$ cat config.mk
export PLATFORM = sky130hd
export DESIGN_NAME = mem_arbiter_lsb
export DESIGN_NICKNAME = d
export VERILOG_FILES = /design/src/rtl/lc3b_mem_pkg.sv /design/src/rtl/mem_lane_align.sv /design/src/rtl/mem_arbiter_lsb.sv
export SDC_FILE = /design/constraint.sdc
export NUM_CORES = 1
export LEC_CHECK = 0
export CORE_AREA = 2 2 117 119
export CTS_CLUSTER_SIZE = 25
export DETAILED_ROUTE_END_ITERATION = 12
export DIE_AREA = 0 0 119 121
export PLACE_DENSITY_LB_ADDON = 0.25
export RECOVER_POWER = 100
export SYNTH_ARGS = -nofsm -noshare
export SYNTH_HDL_FRONTEND = slang
export SYNTH_SLANG_ARGS = --single-unit
$ cat constraint.sdc
create_clock -name clk -period 2.6 [get_ports clk]
set_input_delay 0.52 -clock clk [delete_from_list [all_inputs] [get_ports clk]]
set_output_delay 0.52 -clock clk [all_outputs]
set_load 0.02 [all_outputs]
$ cat src/rtl/lc3b_mem_pkg.sv
// lc3b_mem_pkg: shared state, size, port and byte-enable encodings for the memory arbiter
package lc3b_mem_pkg;
    typedef enum logic [1:0] {IDLE, ACCESS, RESP} state_t;
    localparam logic SIZE_BYTE = 1'b0;
    localparam logic SIZE_WORD = 1'b1;
    localparam logic PORT_F = 1'b0;
    localparam logic PORT_D = 1'b1;
    localparam logic [1:0] BE_LO = 2'b01;
    localparam logic [1:0] BE_HI = 2'b10;
    localparam logic [1:0] BE_WORD = 2'b11;
endpackage

$ cat src/rtl/mem_lane_align.sv
// mem_lane_align: write byte replication, byte enables, read lane select and extension
module mem_lane_align
    import lc3b_mem_pkg::*;
(
    input  logic        addr_lsb,
    input  logic        size,
    input  logic        sext,
    input  logic [15:0] wdata,
    input  logic [15:0] mem_rdata,
    output logic [15:0] mem_wdata,
    output logic [1:0]  mem_be,
    output logic [15:0] rdata
);
    logic [7:0] lane;
    always_comb begin
        lane = addr_lsb ? mem_rdata[15:8] : mem_rdata[7:0];
        mem_wdata = size == SIZE_WORD ? wdata : {2{wdata[7:0]}};
        mem_be = size == SIZE_WORD ? BE_WORD : addr_lsb ? BE_HI : BE_LO;
        rdata = size == SIZE_WORD ? mem_rdata : {{8{sext & lane[7]}}, lane};
    end
endmodule

$ cat src/rtl/mem_arbiter_lsb.sv
// mem_arbiter_lsb: arbitrates fetch and data ports onto one memory port with lane steering and timeout
module mem_arbiter_lsb
    import lc3b_mem_pkg::*;
#(
    parameter int ADDR_W = 16,
    parameter int DATA_W = 16,
    parameter int TIMEOUT = 15,
    parameter int FAIR_LIMIT = 3
) (
    input  logic              clk,
    input  logic              reset,
    input  logic              f_req,
    input  logic [ADDR_W-1:0] f_addr,
    output logic              f_ack,
    input  logic              d_req,
    input  logic [ADDR_W-1:0] d_addr,
    input  logic              d_we,
    input  logic              d_size,
    input  logic              d_sext,
    input  logic [DATA_W-1:0] d_wdata,
    output logic              d_ack,
    output logic [DATA_W-1:0] rdata,
    output logic              err,
    output logic [ADDR_W-1:0] mem_addr,
    output logic [DATA_W-1:0] mem_wdata,
    output logic              mem_rd,
    output logic              mem_wr,
    output logic [1:0]        mem_be,
    input  logic [DATA_W-1:0] mem_rdata,
    input  logic              mem_ready
);
    localparam int FW = $clog2(FAIR_LIMIT + 1);
    localparam int TW = $clog2(TIMEOUT + 1);
    localparam logic [FW-1:0] FAIR_MAX = FW'(FAIR_LIMIT);
    localparam logic [TW-1:0] T_LAST = TW'(TIMEOUT - 1);

    state_t state, state_n;
    logic port_q, we_q, size_q, sext_q;
    logic [ADDR_W-1:0] addr_q, sel_addr, mem_addr_n;
    logic [DATA_W-1:0] wdata_q, sel_wdata, al_wdata, al_rdata, rdata_n, mem_wdata_n;
    logic [FW-1:0] fair_cnt;
    logic [TW-1:0] tcnt;
    logic [1:0] al_be, mem_be_n;
    logic idle, grant, gport, sel_port, sel_we, sel_size, sel_sext, misalign;
    logic go_access, stay, to_resp, strobe_n;
    logic f_ack_n, d_ack_n, err_n, mem_rd_n, mem_wr_n;

    // In IDLE the aligner sees the port about to be granted; afterwards, the latched request.
    always_comb begin
        idle = state == IDLE;
        grant = f_req | d_req;
        gport = (d_req && !(f_req && fair_cnt == FAIR_MAX)) ? PORT_D : PORT_F;
        sel_port = idle ? gport : port_q;
        sel_addr = idle ? (gport == PORT_D ? d_addr : f_addr) : addr_q;
        sel_we = idle ? (gport == PORT_D && d_we) : we_q;
        sel_size = idle ? (gport == PORT_D ? d_size : SIZE_WORD) : size_q;
        sel_sext = idle ? (gport == PORT_D && d_sext) : sext_q;
        sel_wdata = idle ? (gport == PORT_D ? d_wdata : '0) : wdata_q;
        misalign = sel_size == SIZE_WORD && sel_addr[0];
    end

    mem_lane_align u_align (
        .addr_lsb (sel_addr[0]),
        .size     (sel_size),
        .sext     (sel_sext),
        .wdata    (sel_wdata),
        .mem_rdata(mem_rdata),
        .mem_wdata(al_wdata),
        .mem_be   (al_be),
        .rdata    (al_rdata)
    );

    always_ff @(posedge clk) begin
        if (!reset) state <= IDLE;
        else state <= state_n;
    end

    always_comb begin
        state_n = idle ? (!grant ? IDLE : misalign ? RESP : ACCESS)
                : state == ACCESS ? ((mem_ready || tcnt == T_LAST) ? RESP : ACCESS)
                : IDLE;
    end

    always_comb begin
        go_access = idle && grant && !misalign;
        stay = state == ACCESS && !mem_ready && tcnt != T_LAST;
        to_resp = state != RESP && state_n == RESP;
        strobe_n = go_access || stay;
        mem_rd_n = strobe_n && !sel_we;
        mem_wr_n = strobe_n && sel_we;
        mem_be_n = strobe_n ? al_be : '0;
        mem_addr_n = strobe_n ? {sel_addr[ADDR_W-1:1], sel_addr[0] && sel_size == SIZE_BYTE} : '0;
        mem_wdata_n = strobe_n ? al_wdata : '0;
        f_ack_n = to_resp && sel_port == PORT_F;
        d_ack_n = to_resp && sel_port == PORT_D;
        err_n = to_resp && !(state == ACCESS && mem_ready);
        rdata_n = (to_resp && state == ACCESS && mem_ready && !sel_we) ? al_rdata : '0;
    end

    always_ff @(posedge clk) begin
        if (!reset) begin
            f_ack <= 1'b0;
            d_ack <= 1'b0;
            err <= 1'b0;
            rdata <= '0;
            mem_rd <= 1'b0;
            mem_wr <= 1'b0;
            mem_be <= '0;
            mem_addr <= '0;
            mem_wdata <= '0;
            fair_cnt <= '0;
            tcnt <= '0;
            port_q <= PORT_F;
            we_q <= 1'b0;
            size_q <= SIZE_BYTE;
            sext_q <= 1'b0;
            addr_q <= '0;
            wdata_q <= '0;
        end else begin
            f_ack <= f_ack_n;
            d_ack <= d_ack_n;
            err <= err_n;
            rdata <= rdata_n;
            mem_rd <= mem_rd_n;
            mem_wr <= mem_wr_n;
            mem_be <= mem_be_n;
            mem_addr <= mem_addr_n;
            mem_wdata <= mem_wdata_n;
            tcnt <= stay ? tcnt + 1'b1 : '0;
            if (idle) fair_cnt <= (f_req && gport == PORT_D) ? fair_cnt + 1'b1 : '0;
            if (idle && grant) begin
                port_q <= gport;
                we_q <= sel_we;
                size_q <= sel_size;
                sext_q <= sel_sext;
                addr_q <= sel_addr;
                wdata_q <= sel_wdata;
            end
        end
    end
endmodule

Word level (Yosys, flattened, before mapping)
Index checks and enable logic that the tools add are counted.
{ "totals": {"output_inout_bits": 55, "register_bits": 99} }
{ "op_classes": {"addsub": 2, "eq_ne": 6, "muxes": 21, "bitwise": 4, "n_reduce_logical": 32} }
{ "op_table": {"columns": ["op", "n"], "rows": [
  ["two-way mux 16 bit", 6],
  ["logical AND 1 bit", 21],
  ["two-way mux 2 bit", 8],
  ["two-way mux 8 bit", 1],
  ["two-way mux 1 bit", 6],
  ["AND reduction 2 bit", 3],
  ["zero test 1 bit", 5],
  ["adder 4 x 1 -> 4 bit (second input constant)", 1],
  ["equality test 2 bit (second input constant)", 2],
  ["equality test 4 bit (second input constant)", 1],
  ["!= test 4 bit (second input constant)", 1],
  ["adder 2 x 1 -> 2 bit (second input constant)", 1],
  ["equality test 2 x 1 -> 1 bit (second input constant)", 1],
  ["zero test 2 bit", 1],
  ["logical OR 1 bit", 2],
  ["!= test 2 bit (second input constant)", 1],
  ["inverter 1 bit", 2],
  ["bitwise AND 1 bit", 1],
  ["OR 1 bit", 1]
]} }

Longest topological paths before layout
{ "depth": {"ltp_word": 17, "ltp_mapped": 9} }

Cells and area by module
From an unflattened synthesis, not the netlist that was laid out.
{ "hier_totals": {"cells_unflattened": 400, "area_unflattened_um2": 4192.8} }
{ "modules_own_cells": {"columns": ["mod", "instances", "area_each_um2", "cells_per_inst"], "rows": [
  ["mem_arbiter_lsb", 1, 3781.1, 351],
  ["mem_lane_align", 1, 411.6, 49]
]} }

Worst setup path after synthesis
OpenSTA, ideal clock, no wires.
{ "synth_path": {"kind": "input-to-reg", "start": "in d_size", "end": "reg mem_be[0]", "arrival_time_ps": 1810, "required_time_ps": 2470, "setup_time_ps": 130, "path_stages": 7, "setup_slack_ps": 660, "path_cell_list": "or3_4 o22a_2 or3_1 buf_6 buf_12 inv_1 o22ai_1"} }
{ "synth_between": {"elab_chain_len": 7, "elab_cells_between_ends": 8} }
{ "synth_lines": {"columns": ["element", "line", "text"], "rows": [
  ["from (decl)", "mem_arbiter_lsb.sv:18", "input logic d_size,"],
  ["two-way mux 1 bit (*) (2 in a row)", "mem_arbiter_lsb.sv:56", "sel_size = idle ? (gport == PORT_D ? d_size : SIZE_WORD) : size_q;"],
  ["logical AND 1 bit", "mem_arbiter_lsb.sv:59", "misalign = sel_size == SIZE_WORD && sel_addr[0];"],
  ["zero test 1 bit", "mem_arbiter_lsb.sv:85", "go_access = idle && grant && !misalign;"],
  ["logical AND 1 bit", "mem_arbiter_lsb.sv:85", null],
  ["logical OR 1 bit", "mem_arbiter_lsb.sv:88", "strobe_n = go_access || stay;"],
  ["AND reduction 2 bit (no line)", null, null],
  ["to (signal assigned)", "mem_arbiter_lsb.sv:126", "mem_be <= mem_be_n;"],
  ["to (decl)", "mem_arbiter_lsb.sv:28", "output logic [1:0] mem_be,"]
]} }
Every way passes the cells marked *; elsewhere a longest branch is shown, timed or not.
A chain may end at the register's enable or synchronous reset.

Worst setup path in the final report
{ "layout_path": {"start": "in d_req", "end": "reg rdata[4]"} }
{ "layout_between": {"elab_chain_len": 14, "elab_cells_between_ends": 22} }
{ "layout_lines": {"columns": ["element", "line", "text"], "rows": [
  ["from (decl)", "mem_arbiter_lsb.sv:15", "input logic d_req,"],
  ["logical AND 1 bit", "mem_arbiter_lsb.sv:52", "gport = (d_req && !(f_req && fair_cnt == FAIR_MAX)) ? PORT_D : PORT_F;"],
  ["two-way mux 1 bit", "mem_arbiter_lsb.sv:52", null],
  ["two-way mux 1 bit or two-way mux 16 bit (tied branches) (2 in a row)", "mem_arbiter_lsb.sv:56, mem_arbiter_lsb.sv:54", null],
  ["logical AND 1 bit", "mem_arbiter_lsb.sv:59", null],
  ["two-way mux 2 bit (3 in a row)", "mem_arbiter_lsb.sv:79", "state_n = idle ? (!grant ? IDLE : misalign ? RESP : ACCESS)"],
  ["equality test 2 bit", "mem_arbiter_lsb.sv:87", "to_resp = state != RESP && state_n == RESP;"],
  ["logical AND 1 bit", "mem_arbiter_lsb.sv:87", null],
  ["logical AND 1 bit (3 in a row)", "mem_arbiter_lsb.sv:97", "rdata_n = (to_resp && state == ACCESS && mem_ready && !sel_we) ? al_rdata : '0;"],
  ["AND reduction 2 bit (no line)", null, null],
  ["to (signal assigned)", "mem_arbiter_lsb.sv:123", "rdata <= rdata_n;"],
  ["to (decl)", "mem_arbiter_lsb.sv:22", "output logic [DATA_W-1:0] rdata,"]
]} }
Parallel ways exist; a longest one is shown, timed or not.

==> reports/metrics.cfg <==
[drt]
first_pass_iters = 4
drt-initial-drc-count = 115
drc_errors = 0
vias_per_cell = 4.65
drt-total-wl_um = 9780
wl_per_cell_um = 14.3
ant_nets = 0
vias = 3168

[sta]
fin_skew_ps = 9.31
period_minus_slack_ps = 2330
finalSetupViolations = 0
setup_tns_ps = 0
slew_headroom = 0.497
slew_violations = 0
hold_viol_final = 0
rsz0062_at_grt = no
fmax_mhz = 429
finalCritPeriodShare = 0.896
setup_ws_ps = 270
worstMarginPinSlew_ps = 754

[grt]
grt_pass1_wl_um = 15600
overflow = 0
grt_max_degree = 42
grt_pass1_vias = 3035
antenna_found_initial = 0
grt.total_usage = 0.137

[run]
maxCapViolCount = 0

[pwr]
swShare = 0.376
power_density_mw_per_mm2 = 1070
ir_worst_vdd_v = 0.000464
p_comb_frac = 0.427
p_sw_w = 0.00225
seqPwrFrac = 0.351
internal-power_w = 0.00373
p_leak_nw = 2.41
pwr-share-clk = 0.222

[logic_synthesis]
synth_top_family_by_area = compound AO/OA/AOI/OAI gates
syn_inst = 378
yosys.area_share.simple = 0.138
syn_avg_cell_area_um2 = 10.2
yosysWarningCount = 0
synth_nets = 453
synthArstFlopShare = 0
synth_xor_area_frac = 0.00452
syn-cell-area_mm2 = 0.00387
synth.distinct_cells = 49
muxShareOfSynthArea = 0.0475
ys_ff_latch = 99
synth_edf_count = 0
yosys.area.top_type_share = 0.512
synth_area_leaders = dfxtp_1 51%, a22oi_1 5.2%, a211oi_1 4.5%
synth-compound-area-share = 0.235
yosys_most_used_dff = dfxtp_1
yosysSeqAreaShare = 0.512
synthAdderAreaFrac = 0.00970
yosysTopAreaCell = dfxtp_1

[placement]
hpwl_um = 6880
io_buffer_count = 126
pre_cts_slack_ps = 58.0
routabilityCongestion = 0.740

[floorplanning]
core_mm2 = 0.0131
rows = 42
die_w_um = 119
die_area_mm2 = 0.0144
dieHeight_um = 121
start_util = 0.296
io_pins = 127

[critical_path]
cp_slowest_cell = dlygate4sd3_1
critPathArrivalTime_ps = 2540
crit_required_ps = 2810
path_cells = dlygate4sd3_1 > a21bo_2 > mux2_1 > or3_1 > buf_2 > nand3_1 > o21ai_0
crit_family = buffers and inverters
startpoint_type = primary input
crit_buf_inv = 2
critPathCaptureType = register
cp_slowest_stage_delay_ps = 550
crit_fanout = 18
crit_type = in -> reg

[finish]
drive_above_1_share = 0.0870
postLayoutCoreUtil = 0.428
diodes = 0
num-nets-final = 576
final_common_cell = dfxtp_1
layout_common_cells = 99 x dfxtp_1, 69 x clkdlybuf4s50_1, 57 x dlygate4sd3_1, 35 x nor2_1, 27 x a22oi_1
area_growth_pct = 44.5

[clock_network]
htree_num_levels = 3
cts_root_buf = clkbuf_16
clkSlewWorstSetupHoldPaths_ps = 60
ctsResizeCount = 0
numCtsBuffers = 9
cts_sinks = 99
cts_buffer_depth = 2
tritoncts = yes
clock_latency_ps = 340
cts_setup_buffers = 0
ctsHoldBuffers = 0

[min_path]
worst_hold_path_type = reg -> reg

[outcome]
status = complete, no violations

-- power groups by stage --
stage               clock network (W)  logic [W]  registers, W
global placement                    0    0.00270       0.00214
detailed placement                  0    0.00275       0.00214
finish                        0.00132    0.00255       0.00210
floorplan                           0    0.00149       0.00237
global route                  0.00143    0.00280       0.00215
CTS                           0.00137    0.00276       0.00211
-- layout make-up --
class	instances	area (um2)
sequential	99	1980
timing repair buffer	143	1410
tap	176	220
fill	1297	7490
clock inverter	4	50.0
multi-input combinational	242	1660
inverter	6	22.5
clock buffer	12	246
-- synthesized netlist by cell type (all sizes together) (4+ instances only) --
library cell,count
inv,6
a221oi,8
a211oi,23
nor2b,21
dfxtp,99
nand2,26
nand3,9
a21oi,4
o211a,15
clkbuf,13
mux2i,16
a31oi,4
buf,18
nor2,37
o21ai,11
a21o,7
a22oi,27
-- path summary, 6_finish.rpt --
check / cells past startpoint / start / end / slack, ps
hold reg to reg: 1 / tcnt[0] / tcnt[0] / 460
hold / removal: 1 / tcnt[0] / tcnt[0] / 460
setup reg to reg: 4 / state[0] / addr_q[0] / 400
setup / recovery: 7 / d_req / rdata[4] / 270
-- kinds of logic (layout without fill, tap and decap cells) --
group,after synthesis,after routing
xor+xnor,2,2
flops,99,99
compound gates,112,112
buf+inv,37,165
fa+ha+maj,3,3
simple gates,108,108
mux,17,17
-- state kept, by name, indices dropped and copies added (netlist names) --
register / cells
fair_cnt: 2
err: 1
sext_q: 1
mem_rd: 1
we_q: 1
size_q: 1
tcnt: 4
mem_be: 2
addr_q: 16
mem_wr: 1
port_q: 1
mem_wdata: 16
state: 2
rdata: 16
wdata_q: 16
f_ack: 1
d_ack: 1
mem_addr: 16
-- stage by stage --
step	instances	hold WS (ps)	area (um2)	power (W)
4_1_cts	682	469	5650	0.00624
5_1_grt	682	485	5600	0.00638
3_3_place_gp	666	442	5350	0.00484
2_1_floorplan	378	430	3870	0.00386
6_report	682	463	5600	0.00598
3_5_place_dp	666	455	5350	0.00489
-- worst reg2reg max path: cells and delay by family, from the launching register on --
family,cells,cell delay (ps)
buffers and inverters,1,420
AOI/OAI and AO/OA,1,430
and+or+nand+nor,2,740
DFF,1,500
-- routing by layer --
layer  GRT usage  part of all wire  vias to the layer above
li1            -                 -                     1610
met2       0.224              0.46                      101
met4      0.0439             0.010                        0
met1       0.178              0.47                     1450
met3      0.0348             0.059                        7
met5           0                 0                        -
No activity file was read; power rests on OpenSTA's default activity.
